## config.mk

```make
export PLATFORM = sky130hd
export DESIGN_NAME = hamming_encoder_pipe
export DESIGN_NICKNAME = d
export VERILOG_FILES = /design/src/rtl/hamming_pkg.sv /design/src/rtl/hamming_parity_gen.sv /design/src/rtl/hamming_encoder_pipe.sv
export SDC_FILE = /design/constraint.sdc
export NUM_CORES = 1
export LEC_CHECK = 0
export BUFFER_PORTS_ARGS = -buffer_cell sky130_fd_sc_hd__buf_2
export CORE_ASPECT_RATIO = 1.25
export CORE_MARGIN = 5
export CORE_UTILIZATION = 56
export DETAILED_ROUTE_END_ITERATION = 8
export PLACE_DENSITY = 0.88
export REMOVE_ABC_BUFFERS = 1
export SYNTH_ARGS = -nofsm -noshare
export SYNTH_HDL_FRONTEND = slang
export SYNTH_SLANG_ARGS = --single-unit
```

## constraint.sdc

```tcl
create_clock -name i_clk -period 3.2 [get_ports i_clk]
set_input_delay 0.32 -clock i_clk [delete_from_list [all_inputs] [get_ports i_clk]]
set_output_delay 0.32 -clock i_clk [all_outputs]
set_load 0.03 [all_outputs]
```

## src/rtl/hamming_pkg.sv

```systemverilog
// -----------------------------------------------------------------------------
// hamming_pkg
// Shared SECDED Hamming helpers for the encoder pipeline and the decoder bench.
// Codeword layout: hamming position p (1-based) lives at bit p-1; positions that
// are powers of two hold parity, the rest hold data bits in ascending order.
// The overall (even) parity bit sits just above the hamming field.
// hamming_encode() works on a MAX_DW-wide container with the real data width
// passed in, so any width up to MAX_DW shares one implementation.
// -----------------------------------------------------------------------------
package hamming_pkg;

  localparam int MAX_DW = 32;

  function automatic int parity_width(input int dw);
    return $clog2(dw) + 1;
  endfunction

  function automatic int enc_width(input int dw);
    return dw + parity_width(dw);
  endfunction

  localparam int MAX_PW  = parity_width(MAX_DW);
  localparam int MAX_ENC = enc_width(MAX_DW);
  localparam int MAX_CW  = MAX_ENC + 1;

  function automatic bit is_pow2(input int pos);
    return (pos > 0) && ((pos & (pos - 1)) == 0);
  endfunction

  // Hamming position (1-based) carrying data bit n: the n-th position that is
  // not a power of two, counting from 0.
  function automatic int data_to_pos(input int n);
    int cnt;
    int result;
    cnt    = 0;
    result = 0;
    for (int p = 3; p < 64; p++) begin
      if (!is_pow2(p)) begin
        if (cnt == n && result == 0) result = p;
        cnt++;
      end
    end
    return result;
  endfunction

  // Even-parity SECDED codeword for the low dw bits of data. Bits above
  // enc_width(dw) are returned as zero.
  function automatic logic [MAX_CW-1:0] hamming_encode(input logic [MAX_DW-1:0] data,
                                                       input int dw);
    logic [MAX_CW-1:0] cw;
    logic              par;
    int                ew;
    cw = '0;
    ew = enc_width(dw);
    for (int n = 0; n < MAX_DW; n++) begin
      if (n < dw) cw[data_to_pos(n) - 1] = data[n];
    end
    // Parity bits only cover data positions, so their own slots (still zero
    // here) never feed back into the XOR.
    for (int i = 0; i < MAX_PW; i++) begin
      if (i < parity_width(dw)) begin
        par = 1'b0;
        for (int p = 1; p <= MAX_ENC; p++) begin
          if (p <= ew && ((p >> i) & 1) == 1) par ^= cw[p - 1];
        end
        cw[(1 << i) - 1] = par;
      end
    end
    par = 1'b0;
    for (int p = 0; p < MAX_ENC; p++) begin
      if (p < ew) par ^= cw[p];
    end
    cw[ew] = par;
    return cw;
  endfunction

endpackage

```

## src/rtl/hamming_parity_gen.sv

```systemverilog
// -----------------------------------------------------------------------------
// hamming_parity_gen
// Combinational data -> SECDED codeword (hamming field plus overall parity).
// Ports:
//   data      in  DATA_WIDTH                raw data word
//   codeword  out enc_width(DATA_WIDTH)+1    encoded word, decoder layout
// -----------------------------------------------------------------------------
module hamming_parity_gen
  import hamming_pkg::*;
#(
  parameter int DATA_WIDTH = 8
) (
  input  logic [DATA_WIDTH-1:0]          data,
  output logic [enc_width(DATA_WIDTH):0] codeword
);

  localparam int CW_WIDTH = enc_width(DATA_WIDTH) + 1;

  logic [MAX_CW-1:0] full_cw;

  always_comb begin
    full_cw  = hamming_encode(MAX_DW'(data), DATA_WIDTH);
    codeword = full_cw[CW_WIDTH-1:0];
  end

endmodule

```

## src/rtl/hamming_encoder_pipe.sv

```systemverilog
// -----------------------------------------------------------------------------
// hamming_encoder_pipe
// Two-stage valid/ready SECDED encoder with one-shot error injection.
// Stage 1 registers the raw word, stage 2 registers the (optionally corrupted)
// codeword. Full throughput, two cycles from accept to o_valid.
// Ports:
//   i_clk, i_rst        clock, synchronous active-high reset
//   i_valid/i_data      upstream word, o_ready accepts it
//   o_valid/o_enc_data  codeword out, taken when i_ready is high
//   i_inj_req/i_inj_mask arm an XOR mask for the next stage-1->2 transfer
//   o_inj_pending       mask armed and not yet applied
//   o_word_cnt          words accepted at the input, wrapping
// -----------------------------------------------------------------------------
module hamming_encoder_pipe
  import hamming_pkg::*;
#(
  parameter int DATA_WIDTH = 8,
  parameter int CNT_WIDTH  = 16
) (
  input  logic                           i_clk,
  input  logic                           i_rst,
  input  logic                           i_valid,
  input  logic [DATA_WIDTH-1:0]          i_data,
  output logic                           o_ready,
  output logic                           o_valid,
  output logic [enc_width(DATA_WIDTH):0] o_enc_data,
  input  logic                           i_ready,
  input  logic                           i_inj_req,
  input  logic [enc_width(DATA_WIDTH):0] i_inj_mask,
  output logic                           o_inj_pending,
  output logic [CNT_WIDTH-1:0]           o_word_cnt
);

  localparam int CW_WIDTH = enc_width(DATA_WIDTH) + 1;

  logic                  s1_valid;
  logic [DATA_WIDTH-1:0] s1_data;
  logic [CW_WIDTH-1:0]   inj_mask;
  logic [CW_WIDTH-1:0]   codeword;
  logic                  s2_ready;
  logic                  s1_accept;
  logic                  xfer;

  // Each stage can load when it is empty or its content leaves this cycle,
  // so a full pipeline still moves one word per cycle.
  assign s2_ready  = !o_valid || i_ready;
  assign o_ready   = !s1_valid || s2_ready;
  assign s1_accept = i_valid && o_ready;
  assign xfer      = s1_valid && s2_ready;

  hamming_parity_gen #(
    .DATA_WIDTH(DATA_WIDTH)
  ) u_parity_gen (
    .data    (s1_data),
    .codeword(codeword)
  );

  // NOTE: state registers use non-blocking assignments so every flop samples
  // the pre-edge values; blocking here would make update order matter.
  always_ff @(posedge i_clk) begin
    if (i_rst) begin
      s1_valid      <= 1'b0;
      o_valid       <= 1'b0;
      o_enc_data    <= '0;
      o_inj_pending <= 1'b0;
      inj_mask      <= '0;
      o_word_cnt    <= '0;
    end else begin
      // When o_ready is high the stage-1 word either left or was absent.
      if (o_ready) s1_valid <= i_valid;
      if (s1_accept) o_word_cnt <= o_word_cnt + CNT_WIDTH'(1);
      if (s2_ready) o_valid <= s1_valid;
      // The mask read here is the pre-edge one, so a request landing on the
      // same edge stays pending for the following word.
      if (xfer) o_enc_data <= codeword ^ (o_inj_pending ? inj_mask : '0);
      if (i_inj_req) begin
        inj_mask      <= i_inj_mask;
        o_inj_pending <= 1'b1;
      end else if (xfer) begin
        o_inj_pending <= 1'b0;
      end
    end
  end

  // NOTE: the stage-1 data register is left out of reset; its contents are
  // only consumed while s1_valid is set, which reset does clear.
  always_ff @(posedge i_clk) begin
    if (s1_accept) s1_data <= i_data;
  end

endmodule
```

==> results.txt, run 1 <==
outcome: completed
grt ovf: 0
Final Hold Viols: 0
design area: 0.00265 mm2
RePlAce Congestion: 0.830
RSZ-0062 raised after global routing: no
Post-DRT Antenna Nets: 0
vias: 1661
Inserted Clock Buffers: 5
final worst-path cycle share: 51.7%
min Tclk post-route: 1.65 ns
TritonRoute pass-1 iters: 4
Mapped Avg Cell Area: 9.82 um2
Mapped Area: 0.00223 mm2
synth warn: 0
most frequent cells in the layout: 57 x buf_2, 45 x dfxtp_1, 43 x nor2_1
synth top area cells: dfxtp_1 40%, edfxtp_1 11%, xor2_1 9.4%
Setup crit end kind: register
clock sinks: 53
area grow syn2layout: 19.1%
routed len/inst: 13.2 um
Clock Skew: 0.00678 ns
CTS tree: yes
largest buffer count on any clock path: 2
IO Port Bufs: 57
post-cts sizing count: 0
delay of the slowest critical-path stage: 0.46 ns
critical path class: register to register
die area: 0.00535 mm2
CP Max Fanout: 3
sequential element share of the synthesized area: 51.2%
total power: 0.00140 W
share of post-route cells with drive strength above 1: 24.2%
DP HPWL: 3.29 mm
Die Ht: 80.5 um
critical path cell sequence: xnor2_1 > xnor2_2 > xnor3_1 > nand2_1 > a21oi_2
total global routing track utilization: 18.5%
Post-route DRC: 0
core area: 0.00382 mm2
Final Setup Violations: 0
Synth top area share: 40.4%
first-pass GRT wire length: 7.51 mm
H-tree Lvls: 2
Arr. time, crit path: 1.82 ns
Site Rows: 25
Synth area leader: dfxtp_1
Pleak: 1.18 nW
largest net degree at the start of global routing: 46
Worst R2R Setup Slack: 1.55 ns
Routed WL: 4.43 mm
vias in the first global route: 1712
Worst Tran Pin Value: 0.796 ns
Nets: 307
commonest non-fill, non-tap cell in the layout: buf_2
initial DRC count: 63
Data required, critical path: 3.37 ns
max-cap violations: 0
hold buffers post-CTS: 0
Slowest-stage cell, CP: edfxtp_1
Mapped Cells: 227
Via density: 4.96
Worst Hold Class: input pin to register
Die X: 66.4 um
number of synthesized register bits: 53
Max Slew Vio Count: 0
Final TNS setup: 0 ns
Synth cell types: 25
Max Clk Rate: 605 MHz
Worst-path clk slew: 0.10 ns
Clock Latency Late Sink: 0.30 ns
post-CTS setup buffer count: 0
Worst setup SP type: register
initial antenna violation count: 0
DP Area: 0.00253 mm2
Max VDD drop: 0.000365 V
diodes inserted: 0
FILL cells: 310
slew margin rel.: 46.9%
Root Driver: clkbuf_8
IO Count: 58
PD cells: 529 mW/mm2
Starting Density: 58.4%
[final cells by class]
type                       instances  area (um2)  share of cell area (%)
sequential                        53        1140                    43.0
inverter                           3        11.3                   0.424
timing repair buffer              57         285                    10.7
clock buffer                       7         119                    4.48
multi-input combinational        160        1020                    38.5
tap                               54        67.6                    2.55
clock inverter                     1        8.76                   0.330
[stage by stage]
stage / setup slack (ns) / hold WS [ns] / instances / utilization, %
after floorplan: 1.64 / 0.382 / 216 / -
after global placement: 1.60 / 0.450 / 327 / 66.2
after detailed placement: 1.53 / 0.464 / 327 / 66.2
after CTS: 1.55 / 0.182 / 335 / 69.5
after global routing: 1.50 / 0.173 / 335 / 69.5
final: 1.55 / 0.194 / 335 / 69.5
[cell usage after synthesis]
master,n
edfxtp_1,8
mux2i_1,13
and3_1,3
xnor2_2,1
a21oi_2,1
and4_1,2
xor2_1,24
xor2_2,1
a21oi_1,5
nand4_1,4
inv_1,3
xnor3_1,1
nand3_1,6
nand2_1,27
clkbuf_8,1
clkbuf_1,7
nand2b_1,1
a211oi_1,10
xnor2_1,14
and3b_1,1
ha_1,1
dfxtp_1,45
buf_2,3
and2_1,2
nor2_1,43
[report_power, final]
| part | internal (W) | switching, W |
|---|---|---|
| Clock | 0.000252 | 0.000219 |
| Sequential | 0.000711 | 0.0000272 |
| Combinational | 0.0000848 | 0.000111 |
| Total | 0.00105 | 0.000357 |
[sequential cells by signal, indices dropped and copies added (netlist names)]
name,flops
o_valid,1
o_enc_data,13
inj_mask,13
o_inj_pending,1
s1_valid,1
s1_data,8
o_word_cnt,16
[final timing paths]
kind | start | to | depth (start not counted)
worst max-delay path | s1_data[2] | o_enc_data[12] | 5
worst min-delay path | i_data[0] | s1_data[0] | 1
worst min register to register | o_enc_data[7] | o_enc_data[7] | 2
worst max register to register | s1_data[2] | o_enc_data[12] | 5
[worst max-delay path: cells and delay by family, from the launching register on]
| kind | cells | cell delay [ns] |
|---|---|---|
| DFF | 1 | 0.46 |
| xor gates and xnor gates | 3 | 0.90 |
| AOI/OAI and AO/OA | 1 | 0.07 |
| and+or+nand+nor | 1 | 0.09 |
[metal layers]
layer  wire (um)  GRT usage [%]
met1        1810           20.0
met2        2310           33.6
met3         257           5.03
met4          55           6.71
met5           0              0
[logic make-up after synthesis]
logic type	Yosys count	synth area share, %
AOI/OAI and AO/OA	16	4.88
buffers and inverters	14	2.98
muxes	13	5.84
DFF	53	51.2
adders and majority gates	1	0.561
xor gates and xnor gates	41	17.4
and+or+nand+nor	89	17.1
Note: power is estimated with default switching activity, not from simulation.
==> run 2: changes to the inputs <==
Settings changed: ABC_AREA from default to 1, CORE_UTILIZATION 56 to 48, PLACE_DENSITY 0.88 to 0.79.
Clock period 3.2 ns to 1.3 ns, I/O delays scaled along.
==> results.txt, run 2 <==
outcome: complete, but fails checks
failing checks: negative setup slack
clock sinks: 53
Simple-Gate Fraction of Synth Area: 30.1%
Data required, critical path: 1.52 ns
Final TNS setup: -0.0474 ns
Worst setup SP type: register
synth top area cells: dfxtp_1 35%, nand2_1 12%, edfxtp_1 9.2%
vias in the first global route: 2472
sw power: 0.000996 W
Worst R2R Setup Slack: -0.05 ns
Synth cell types: 39
area grow syn2layout: 35.6%
Final Hold Viols: 0
H-tree Lvls: 2
RePlAce Congestion: 0.889
largest net degree at the start of global routing: 31
Internal Power: 0.00277 W
min Tclk post-route: 1.35 ns
diodes inserted: 0
Routed WL: 6.67 mm
DP HPWL: 4.47 mm
switch share: 26.4%
most frequent cells in the layout: 63 x nand2_1, 57 x buf_2, 47 x nor2_1
routed len/inst: 13.3 um
Clk pwr share: 34.7%
Hold Path Origin: i_data[0]
Mapped Area: 0.00260 mm2
WHS: 0.0214 ns
initial DRC count: 146
max FFs per register: 16
Final WS setup: -0.0474 ns
first-pass GRT wire length: 10.6 mm
Site Rows: 30
Nets: 464
Worst Tran Pin Value: 0.473 ns
max-cap violations: 0
main combinational cell family by area after synthesis: simple AND/OR/NAND/NOR gates
top post-synthesis cells by count: 84 x nand2_1, 49 x nor2_1, 45 x dfxtp_1
ys flop type: dfxtp_1
r2r endpoint: o_enc_data[12]
Worst Hold Class: input pin to register
delay of the slowest critical-path stage: 0.48 ns
core area: 0.00537 mm2
Final Setup Violations: 1
critical path class: register to register
Clock Skew: 0.00785 ns
Reg power frac: 48.3%
Starting Density: 48.5%
number of synthesized register bits: 53
largest buffer count on any clock path: 2
worst reg2reg path depth: 10
Synth area leader: dfxtp_1
hold depth: 1
commonest non-fill, non-tap cell in the layout: nand2_1
Die X: 75.8 um
Setup crit end kind: register
Pleak: 1.66 nW
RSZ-0062 raised after global routing: yes
Reg with most FFs: o_word_cnt
vias: 2552
Synth top area share: 34.6%
Mapped Avg Cell Area: 7.43 um2
Comb power frac: 17.0%
grt ovf: 0
Slowest-stage cell, CP: edfxtp_1
async set-reset flop share out of synthesis: 0%
final worst-path cycle share: 104%
CP Max Fanout: 4
most frequent cell on the critical path: nand2_1
Arr. time, crit path: 1.57 ns
Mapped Cells: 350
Max VDD drop: 0.000697 V
TritonRoute pass-1 iters: 4
Post-route DRC: 0
Compound-Gate Fraction of Synth Area: 11.8%
synth warn: 0
Max Slew Vio Count: 0
Clock Latency Late Sink: 0.31 ns
mux cell area share after synthesis: 0%
FF-to-FF Start: s1_data[3]
Worst-path clk slew: 0.10 ns
critical path cell sequence: inv_2 > nand2_1 > nand3_1 > nand3_2 > nand2_2 > inv_1 > nand2_1 > nand3_1 > nand2_1 > inv_1
PD cells: 1070 mW/mm2
CTS tree: yes
sequential element share of the synthesized area: 43.9%
slew margin rel.: 68.4%
Post-DRT Antenna Nets: 0
IO Count: 58
Adder-Cell Fraction of Synth Area: 0.481%
die area: 0.00700 mm2
most common cell in the netlist: nand2_1
xor/xnor share of the synthesized area: 5.72%
initial antenna violation count: 0
Inserted Clock Buffers: 5
Via density: 5.08
total global routing track utilization: 19.3%
share of post-route cells with drive strength above 1: 38.6%
Largest regs: o_word_cnt (16), inj_mask (13), o_enc_data (13)
Max Clk Rate: 742 MHz
number of enable flip-flop cells after synthesis: 8
Root Driver: clkbuf_8
Hold EP: s1_data[0]
Die Ht: 92.3 um
IO Port Bufs: 57
==> run 2: area by class of cell <==
cell class / instances / area, um2
clock buffer: 5 / 68.8
fill: 453 / 1840
multi-input combinational: 246 / 1410
clock inverter: 3 / 65.1
tap: 64 / 80.1
sequential: 53 / 1160
inverter: 38 / 148
timing repair buffer: 93 / 597
==> run 2: cell families after synthesis <==
family	after synthesis
AND/OR/NAND/NOR	170
flip-flops	53
XOR/XNOR	17
AO/OA/AOI/OAI	58
buffers and inverters	51
adder cells (fa/ha/maj)	1
==> run 2: per-stage QoR <==
stage          area [um2]  cells  worst slack [ns]  util, %  total power [W]
2_1_floorplan        2540    337            -0.317        -          0.00217
6_report             3530    502           -0.0474     65.7          0.00377
3_3_place_gp         3040    475           -0.0646     56.7          0.00237
4_1_cts              3330    496           0.00134     62.0          0.00372
5_1_grt              3530    502            -0.167     65.7          0.00393
3_5_place_dp         3040    475           -0.0864     56.7          0.00238
==> run 2: critical path, delay by kind of cell, from the launching register on <==
family	cells	cell delay (ns)
flops	1	0.48
simple gates	7	0.59
buf+inv	3	0.20
==> run 2: worst max path at each step <==
stage	depth (start not counted)	from	slack [ns]	endpoint
final	10	s1_data[3]	-0.05	o_enc_data[12]
after floorplan	5	o_valid	-0.32	o_word_cnt[0]
after global routing	10	s1_data[3]	-0.17	o_enc_data[12]
after CTS	10	s1_data[3]	0.001	o_enc_data[12]
after detailed placement	7	s1_data[3]	-0.09	o_enc_data[1]
after global placement	7	s1_data[3]	-0.06	o_enc_data[1]
==> run 2: what timing repair did <==
| action | CTS | global route |
|---|---|---|
| hold buffers | 6 | 1 |
| cloned | 0 | 0 |
| endpoints found under the setup margin | 4 | 24 |
| hold endpoints to repair | 6 | 1 |
| buffers inserted | 7 | 5 |
| pin swaps | 2 | 22 |
| resized for setup | 9 | 54 |
==> run 2: layer usage <==
layer / up-vias / share of wire (%) / track usage, %
met1: 1185 / 38 / 20.8
met3: 14 / 5.8 / 4.34
met4: 0 / 1.8 / 4.81
met2: 73 / 54 / 36.2
li1: 1280 / - / -
met5: - / 0 / 0
==> run 2: power by group through the flow <==
| stage | Sequential, W | Clock (W) | Combinational [W] |
|---|---|---|---|
| detailed placement | 0.00185 | 0 | 0.000530 |
| finish | 0.00182 | 0.00131 | 0.000639 |
| CTS | 0.00182 | 0.00133 | 0.000575 |
| global placement | 0.00185 | 0 | 0.000517 |
| global route | 0.00183 | 0.00140 | 0.000703 |
| floorplan | 0.00193 | 0 | 0.000243 |
